`src/rtl/ram_arbiter_pkg.sv`:
```
`default_nettype none
// ============================================================================
// Module  : ram_arbiter_pkg
// Brief   : State encoding and default widths shared by the RAM arbiter,
//           the RAM and depp_mem.
// Revision: 1.0 - initial release
// ============================================================================
package ram_arbiter_pkg;

   localparam int DEF_ADDR_WIDTH = 8;
   localparam int DEF_DATA_WIDTH = 8;

   localparam logic [1:0] ST_IDLE = 2'd0;
   localparam logic [1:0] ST_OWN0 = 2'd1;
   localparam logic [1:0] ST_OWN1 = 2'd2;

   typedef enum logic [1:0] {
      S_IDLE = ST_IDLE,
      S_OWN0 = ST_OWN0,
      S_OWN1 = ST_OWN1
   } state_t;

endpackage
`default_nettype wire

```
`src/rtl/ram_arb_hold_cnt.sv`:
```
`default_nettype none
// ============================================================================
// Module  : ram_arb_hold_cnt
// Brief   : Saturating access counter with synchronous clear (clear wins).
// Revision: 1.0 - initial release
// ============================================================================
module ram_arb_hold_cnt #(
   parameter int MAX_HOLD = 16,
   parameter int HOLD_W   = 5
) (
   input  logic              clk,
   input  logic              rst_n,
   input  logic              clr_i,
   input  logic              inc_i,
   output logic [HOLD_W-1:0] cnt_o
);

   localparam logic [HOLD_W-1:0] CNT_MAX = HOLD_W'(MAX_HOLD);

   logic [HOLD_W-1:0] cnt_q;
   logic [HOLD_W-1:0] cnt_d;

   always_comb begin
      cnt_d = cnt_q;
      if (clr_i) begin
         cnt_d = '0;
      end else if (inc_i && (cnt_q != CNT_MAX)) begin
         cnt_d = cnt_q + 1'b1;
      end
   end

   always_ff @(posedge clk or negedge rst_n) begin
      if (!rst_n) begin
         cnt_q <= '0;
      end else begin
         cnt_q <= cnt_d;
      end
   end

   assign cnt_o = cnt_q;

endmodule
`default_nettype wire

```
`src/rtl/ram_arbiter.sv`:
```
`default_nettype none
// ============================================================================
// Module  : ram_arbiter
// Brief   : Two-requester arbiter for a single-port registered-read RAM with a
//           bounded hold per grant. RAM_ARB_RR_EN selects round-robin ties.
// Revision: 1.0 - initial release
// ============================================================================
module ram_arbiter
   import ram_arbiter_pkg::*;
#(
   parameter int ADDR_WIDTH = DEF_ADDR_WIDTH,
   parameter int DATA_WIDTH = DEF_DATA_WIDTH,
   parameter int MAX_HOLD   = 16,
   parameter int HOLD_W     = 5
) (
   input  logic                  clk,
   input  logic                  rst_n,
   input  logic                  m0_req,
   input  logic                  m0_we,
   input  logic [ADDR_WIDTH-1:0] m0_addr,
   input  logic [DATA_WIDTH-1:0] m0_wdata,
   output logic                  m0_ack,
   output logic                  m0_rvalid,
   output logic [DATA_WIDTH-1:0] m0_rdata,
   input  logic                  m1_req,
   input  logic                  m1_we,
   input  logic [ADDR_WIDTH-1:0] m1_addr,
   input  logic [DATA_WIDTH-1:0] m1_wdata,
   output logic                  m1_ack,
   output logic                  m1_rvalid,
   output logic [DATA_WIDTH-1:0] m1_rdata,
   output logic                  ram_we,
   output logic [ADDR_WIDTH-1:0] ram_addr,
   output logic [DATA_WIDTH-1:0] ram_din,
   input  logic [DATA_WIDTH-1:0] ram_dout
);

   state_t            state_q;
   logic              last_owner_q;
   logic              m0_rvalid_q;
   logic              m1_rvalid_q;
   logic [HOLD_W-1:0] hold_cnt_q;
   logic [HOLD_W:0]   hold_sum;
   logic              own_req;
   logic              hold_reach;
   logic              release_own;
   logic              tie_to_m1;

   assign own_req    = ((state_q == S_OWN0) && m0_req) || ((state_q == S_OWN1) && m1_req);
   assign hold_sum   = {1'b0, hold_cnt_q} + {{HOLD_W{1'b0}}, own_req};
   assign hold_reach = (hold_sum >= (HOLD_W + 1)'(MAX_HOLD));

`ifdef RAM_ARB_RR_EN
   assign tie_to_m1 = ~last_owner_q;
`else
   // Ties are fixed-priority to m0; the owner history is only kept.
   assign tie_to_m1 = last_owner_q & 1'b0;
`endif

   always_comb begin
      m0_ack      = 1'b0;
      m1_ack      = 1'b0;
      ram_we      = 1'b0;
      ram_addr    = '0;
      ram_din     = '0;
      release_own = 1'b0;
      case (state_q)
         S_OWN0: begin
            if (m0_req) begin
               m0_ack   = 1'b1;
               ram_we   = m0_we;
               ram_addr = m0_addr;
               ram_din  = m0_wdata;
            end
            release_own = ~m0_req | (m1_req & hold_reach);
         end
         S_OWN1: begin
            if (m1_req) begin
               m1_ack   = 1'b1;
               ram_we   = m1_we;
               ram_addr = m1_addr;
               ram_din  = m1_wdata;
            end
            release_own = ~m1_req | (m0_req & hold_reach);
         end
         default: begin
            release_own = 1'b0;
         end
      endcase
   end

   ram_arb_hold_cnt #(
      .MAX_HOLD (MAX_HOLD),
      .HOLD_W   (HOLD_W)
   ) u_hold_cnt (
      .clk   (clk),
      .rst_n (rst_n),
      .clr_i (release_own || (state_q == S_IDLE)),
      .inc_i (own_req),
      .cnt_o (hold_cnt_q)
   );

   always_ff @(posedge clk or negedge rst_n) begin
      if (!rst_n) begin
         state_q      <= S_IDLE;
         last_owner_q <= 1'b1;
         m0_rvalid_q  <= 1'b0;
         m1_rvalid_q  <= 1'b0;
      end else begin
         m0_rvalid_q <= m0_ack & ~m0_we;
         m1_rvalid_q <= m1_ack & ~m1_we;
         case (state_q)
            S_IDLE: begin
               if (m0_req && m1_req) begin
                  state_q <= tie_to_m1 ? S_OWN1 : S_OWN0;
               end else if (m0_req) begin
                  state_q <= S_OWN0;
               end else if (m1_req) begin
                  state_q <= S_OWN1;
               end
            end
            S_OWN0: begin
               if (release_own) begin
                  last_owner_q <= 1'b0;
                  state_q      <= m1_req ? S_OWN1 : S_IDLE;
               end
            end
            S_OWN1: begin
               if (release_own) begin
                  last_owner_q <= 1'b1;
                  state_q      <= m0_req ? S_OWN0 : S_IDLE;
               end
            end
            default: begin
               state_q <= S_IDLE;
            end
         endcase
      end
   end

   assign m0_rvalid = m0_rvalid_q;
   assign m1_rvalid = m1_rvalid_q;
   assign m0_rdata  = m0_rvalid_q ? ram_dout : '0;
   assign m1_rdata  = m1_rvalid_q ? ram_dout : '0;

endmodule
`default_nettype wire

```
`config.mk`:
```
export PLATFORM = sky130hd
export DESIGN_NAME = ram_arbiter
export DESIGN_NICKNAME = d
export VERILOG_FILES = /design/src/rtl/ram_arbiter_pkg.sv /design/src/rtl/ram_arb_hold_cnt.sv /design/src/rtl/ram_arbiter.sv
export SDC_FILE = /design/constraint.sdc
export NUM_CORES = 1
export LEC_CHECK = 0
export CAP_MARGIN = 20
export CORE_UTILIZATION = 32
export DETAILED_ROUTE_END_ITERATION = 7
export PLACE_DENSITY = 0.81
export SYNTH_ARGS = -nofsm -noshare
export SYNTH_HDL_FRONTEND = slang
export SYNTH_SLANG_ARGS = --single-unit
export TNS_END_PERCENT = 100
```
`constraint.sdc`:
```
create_clock -name clk -period 2 [get_ports clk]
set_input_delay 0.4 -clock clk [delete_from_list [all_inputs] [get_ports clk]]
set_output_delay 0.4 -clock clk [all_outputs]
set_load 0.02 [all_outputs]
```
==> results of run 1 <==
## synth_stat cells, drive strengths merged, types with 2 or more instances
master and number:
a21boi 2, xnor2 4, o2bb2ai 2, clkbuf 2, buf 4, nor2 3
a22oi 19, nor3 5, nand2b 2, and2 18, nor2b 19, nand2 4
inv 5, ha 6, dfrtp 9
## path summary, 6_finish.rpt
path | to | slack, ns | from | cells after the start
max in group asynchronous | state_q[1] | 1.26 | rst_n | 1
min in group clk | u_hold_cnt.cnt_o[3] | 0.62 | u_hold_cnt.cnt_o[3] | 2
hold / removal | state_q[0] | 0.43 | rst_n | 1
hold reg to reg | u_hold_cnt.cnt_o[3] | 0.62 | u_hold_cnt.cnt_o[3] | 2
setup / recovery | ram_din[1] | -0.04 | m1_req | 6
setup reg to reg | state_q[0] | 0.12 | state_q[0] | 8
## timing repair
item	CTS	global route
resized for setup	121	18
cloned	1	1
endpoints found under the setup margin	32	33
pin swaps	8	10
hold buffers	0	0
hold endpoints to repair	0	0
buffers inserted	3	1
## stage by stage
step / worst slack (ns) / power (mW) / utilization, %
2_1_floorplan: 0.0329 / 0.856 / -
3_3_place_gp: -0.413 / 1.26 / 67.6
3_5_place_dp: -0.465 / 1.29 / 67.6
4_1_cts: -0.0212 / 1.58 / 72.8
5_1_grt: -0.0684 / 1.78 / 75.7
6_report: -0.0399 / 1.68 / 75.7
## worst register-to-register path: cells and delay by family (launching register included)
family,cells,cell delay [ns]
and+or+nand+nor,2,0.34
DFF,1,0.39
buffers and inverters,3,0.36
AOI/OAI and AO/OA,2,0.30
adders and majority gates,1,0.35
## routing by layer
metal,track usage (%),part of all wire [%],routed length [um]
met1,23.6,39,1400
met4,10.0,2.8,99
met5,0,0,0
met2,45.1,52,1870
met3,1.61,6.1,220
## cell type report
class	count	area share, %
Timing Repair Buffer	98	46.1
Clock buffer	4	1.24
Multi-Input combinational cell	95	39.2
Inverter	5	0.884
Tap cell	31	1.83
Sequential cell	9	10.7
## flip-flops by register name, summed over array words and instances, names as in the netlist
| register | count |
|---|---|
| m0_rvalid | 1 |
| m1_rvalid | 1 |
| state_q | 2 |
| u_hold_cnt.cnt_o | 5 |
## kinds of logic after synthesis
family	Yosys count	share of synthesized area [%]
mux	1	1.05
xor+xnor	4	3.66
simple gates	57	37.4
buf+inv	11	4.84
compound gates	27	21.7
flops	9	23.5
fa+ha+maj	6	7.84
## power groups by stage
| stage | logic (mW) | registers [mW] | clock network, mW |
|---|---|---|---|
| final | 1.29 | 0.247 | 0.146 |
| after floorplan | 0.613 | 0.244 | 0 |
| after detailed placement | 1.04 | 0.247 | 0 |
| after global placement | 1.02 | 0.243 | 0 |
| after CTS | 1.19 | 0.239 | 0.147 |
| after global routing | 1.38 | 0.251 | 0.155 |
==> results.sh, run 1 <==
export IMPL_slew_viol_final=0
export IMPL_swShare_pct=41.7
export IMPL_register_area_um2=226
export IMPL_setup_violations=13
export IMPL_status="complete, but fails checks"
export IMPL_port_buffers=82
export IMPL_crit_path_end_kind="primary output"
export IMPL_final_common_cell="clkdlybuf4s50_1"
export IMPL_synth_edf_count=0
export IMPL_vias_per_cell=5.22
export IMPL_seq_area_frac_synth_pct=23.5
export IMPL_cts_tree="yes"
export IMPL_relSlewSlack_pct=72.5
export IMPL_totalWireLength_um=3590
export IMPL_hold_class="input port to asynchronous set/reset pin"
export IMPL_vias=1263
export IMPL_syn_inst=115
export IMPL_fin_crit_sh_pct=102
export IMPL_dp_hpwl_um=2510
export IMPL_synth_top_area_share_pct=23.5
export IMPL_fillers=202
export IMPL_yosys_top_cells_area="dfrtp_1 24%, a22oi_1 14%, nor2b_1 12%"
export IMPL_die_y_um=56.7
export IMPL_p_per_area_mw_per_mm2=793
export IMPL_wire_per_inst_um=14.8
export IMPL_max_freq_mhz=490
export IMPL_combPwrFrac_pct=76.7
export IMPL_die_x_um=56.7
export IMPL_synth_ff_type="dfrtp_1"
export IMPL_ys_async_sr_fraction_pct=100
export IMPL_grt_ovfl_total=0
export IMPL_htreeDepth=1
export IMPL_clk_pin_slew_worst_paths_ns=0.06
export IMPL_dieArea_mm2=0.00321
export IMPL_fin_hold_ws_ns=0.430
export IMPL_netlist_area_um2=957
export IMPL_yosys_area_top_type="dfrtp_1"
export IMPL_internal_power_mw=0.981
export IMPL_maxCapViolCount=0
export IMPL_layout_min_cycle_time_ns=2.04
export IMPL_num_antenna_cells=0
export IMPL_p_switching_mw=0.702
export IMPL_cts_path_max_buffers=2
export IMPL_final_cell_mix="50 x clkdlybuf4s50_1, 24 x buf_4, 18 x a22oi_2, 16 x and2_1, 11 x nor2b_1"
export IMPL_yosysWarnings=0
export IMPL_p_clk_share_pct=8.7
export IMPL_cp_max_fo=5
export IMPL_track_usage_pct=22.6
export IMPL_startpoint_type="input port"
export IMPL_finalSetupTns_ns=-0.266
export IMPL_rsz0062_at_grt="yes"
export IMPL_core_mm2=0.00281
export IMPL_cpPeakStageDelay_ns=0.49
export IMPL_grt_max_degree=19
export IMPL_arrival_ns=1.64
export IMPL_syn_nets=167
export IMPL_place_inst=232
export IMPL_drt_iter0_drc=37
export IMPL_antenna_found_initial=0
export IMPL_grt_pass1_wl_um=5710
export IMPL_avgSynthCellArea_um2=8.32
export IMPL_placed_cell_area_mm2=0.00190
export IMPL_postLayoutCellArea_mm2=0.00212
export IMPL_violations="DRC, setup timing"
export IMPL_fin_nets=264
export IMPL_ant_nets=0
export IMPL_multiInputGateArea_um2=833
export IMPL_ir_worst_vdd_mv=0.879
export IMPL_clock_sinks=9
export IMPL_crit_path_top_delay_cell="clkdlybuf4s50_1"
export IMPL_critical_path_top_delay_family="buffers and inverters"
export IMPL_gp_congestion=0.800
export IMPL_rows=19
export IMPL_cp_num_buf_inv=3
export IMPL_power_frac_seq_pct=14.7
export IMPL_fin_ws_ns=-0.0399
export IMPL_first_global_vias=1283
export IMPL_hold_viol=0
export IMPL_finClkSkew_ns=0.00131
export IMPL_root_buffer="clkbuf_4"
export IMPL_dr_pass1_iters=6
export IMPL_worstPathRequired_ns=1.60
export IMPL_tightest_slew_ns=0.411
export IMPL_synth_cell_type_count=28
export IMPL_io_pins=83
export IMPL_layout_drive_gt1_share_pct=34.6
export IMPL_crit_type="input port to primary output"
export IMPL_cts_buffers=3
export IMPL_ys_ff_latch=9
export IMPL_area_growth_pct=122
export IMPL_stdcell_count=242
export IMPL_drc_errors=7
export IMPL_clk_latency_ns=0.26
export IMPL_p_leak_nw=0.975
export IMPL_path_cells="clkdlybuf4s50_1 > and2_4 > buf_12 > a22oi_2 > nor2b_1 > buf_4"
export IMPL_initial_core_util_pct=34.1
No activity file was read; power rests on OpenSTA's default activity.
==> run 2, diff against run 1 <==
- CAP_MARGIN: 20 -> 25
- CORE_MARGIN: not set -> 2
==> run 2 against run 1 <==
  * The run still ends with DRC, setup timing left
  * Setup slack worse by 0.024 ns
  * Sequential share of layout area decreased by 0.062 points
  * Largest cell class unchanged
  * Total power up 0.58%
==> results.sh, run 2 (synthesis results as in run 1) <==
export IMPL_final_cell_mix="46 x clkdlybuf4s50_1, 23 x buf_4, 18 x a22oi_2, 16 x and2_1, 12 x dlygate4sd2_1"
export IMPL_path_cells="inv_2 > ha_4 > and2_4 > clkbuf_16 > a22oi_2 > nor2b_1 > buf_4"
export IMPL_critical_path_top_delay_family="buffers and inverters"
export IMPL_ant_nets=0
export IMPL_worstPathRequired_ns=1.60
export IMPL_timing_rr_end="state_q[1]"
export IMPL_gp_congestion=0.725
export IMPL_crit_path_top_delay_cell="dfrtp_1"
export IMPL_totalWireLength_um=3830
export IMPL_vias=1261
export IMPL_num_antenna_cells=0
export IMPL_htreeDepth=1
export IMPL_crit_type="register to primary output"
export IMPL_ir_worst_vdd_mv=0.507
export IMPL_grt_max_degree=19
export IMPL_hold_class="input port to asynchronous set/reset pin"
export IMPL_rows=19
export IMPL_multiInputGateArea_um2=833
export IMPL_p_leak_nw=0.970
export IMPL_drc_errors=6
export IMPL_port_buffers=82
export IMPL_finClkSkew_ns=0.0102
export IMPL_track_usage_pct=22.0
export IMPL_die_x_um=58.7
export IMPL_core_mm2=0.00281
export IMPL_startpoint="state_q[0]"
export IMPL_place_inst=233
export IMPL_fin_crit_sh_pct=103
export IMPL_tightest_slew_ns=0.416
export IMPL_rsz0062_at_grt="yes"
export IMPL_dieArea_mm2=0.00344
export IMPL_r2r_setup_slack_ns=0.16
export IMPL_setup_violations=17
export IMPL_clk_pin_slew_worst_paths_ns=0.07
export IMPL_dr_pass1_iters=6
export IMPL_cts_tree="yes"
export IMPL_first_global_vias=1261
export IMPL_initial_core_util_pct=34.1
export IMPL_hold_buffers=0
export IMPL_fillers=170
export IMPL_cts_path_max_buffers=2
export IMPL_clock_sinks=9
export IMPL_register_area_um2=226
export IMPL_die_y_um=58.7
export IMPL_finalSetupTns_ns=-0.570
export IMPL_endpoint="ram_addr[7]"
export IMPL_stdcell_count=244
export IMPL_wire_per_inst_um=15.7
export IMPL_cpPeakStageDelay_ns=0.41
export IMPL_grt_pass1_wl_um=5820
export IMPL_area_growth_pct=123
export IMPL_cp_max_fo=5
export IMPL_status="complete, but fails checks"
export IMPL_regToRegStartpoint="state_q[0]"
export IMPL_maxCapViolCount=0
export IMPL_drt_iter0_drc=51
export IMPL_layout_min_cycle_time_ns=2.06
export IMPL_root_buffer="clkbuf_4"
export IMPL_max_freq_mhz=484
export IMPL_clk_latency_ns=0.27
export IMPL_fin_nets=266
export IMPL_hold_viol=0
export IMPL_r2r_cells=8
export IMPL_cts_buffers=3
export IMPL_violations="DRC, setup timing"
export IMPL_grt_ovfl_total=0
export IMPL_relSlewSlack_pct=72.1
export IMPL_cp_num_buf_inv=3
export IMPL_vias_per_cell=5.17
export IMPL_slew_viol_final=0
export IMPL_cp_depth=7
export IMPL_final_common_cell="clkdlybuf4s50_1"
export IMPL_antenna_found_initial=0
export IMPL_largest_reg_flops=5
export IMPL_layout_drive_gt1_share_pct=34.7
export IMPL_arrival_ns=1.66
export IMPL_p_per_area_mw_per_mm2=793
export IMPL_io_pins=83
export IMPL_dp_hpwl_um=2780
export IMPL_crit_path_end_kind="primary output"
export IMPL_fin_ws_ns=-0.0640
export IMPL_startpoint_type="register"
[run 2: layer usage]
layer	global-route usage (%)	vias up	part of all wire (%)
met4	6.82	0	1.3
met1	22.6	577	35
met3	2.86	9	8.6
met2	44.9	70	55
li1	-	605	-
met5	0	-	0
[run 2: through the flow]
step / utilization [%] / worst slack, ns / cell area, um^2 / hold WS [ns] / power, mW
detailed placement: 67.9 / -0.441 / 1900 / 0.565 / 1.30
floorplan: - / 0.0329 / 980 / 0.104 / 0.856
CTS: 73.6 / -0.00171 / 2060 / 0.443 / 1.59
finish: 76.1 / -0.0640 / 2140 / 0.425 / 1.69
global route: 76.1 / -0.0921 / 2140 / 0.461 / 1.80
global placement: 67.9 / -0.417 / 1900 / 0.542 / 1.27
[run 2: how the worst min path moves through the flow]
stage | cells after the start | slack (ns) | endpoint | from
after floorplan | 0 | 0.10 | m0_rvalid | rst_n
after global placement | 1 | 0.54 | state_q[1] | state_q[1]
after detailed placement | 1 | 0.56 | state_q[1] | state_q[1]
after CTS | 1 | 0.44 | state_q[1] | rst_n
after global routing | 1 | 0.46 | u_hold_cnt.cnt_o[2] | rst_n
final | 1 | 0.42 | u_hold_cnt.cnt_o[2] | rst_n
[run 2: final cells by class]
class,count,area share [%]
timing repair buffer,100,46.5
multi-input combinational,95,39.0
sequential,9,10.6
tap,31,1.82
clock buffer,4,1.23
inverter,5,0.879
[run 2: power breakdown]
group          leakage (nW)  total (mW)  internal [mW]  switching [mW]
Combinational         0.834        1.30          0.702           0.597
Clock                0.0150       0.147         0.0771          0.0702
Sequential            0.121       0.247          0.212          0.0353
[run 2: worst register-to-register path, cell delays in order, from the launching register on]
cell and delay, ns:
dfrtp_1 0.39, inv_2 0.09, ha_4 0.17, buf_4 0.12, buf_4 0.14, a22oi_1 0.27, nor4_4 0.08, o32ai_1 0.35
o2bb2ai_1 0.17
[run 2: repair_timing]
action / 4_1_cts / 5_1_grt
setup buffers: 4 / 0
resized for setup: 129 / 15
endpoints found under the setup margin: 33 / 24
gates cloned: 2 / 1
pin swaps: 10 / 5
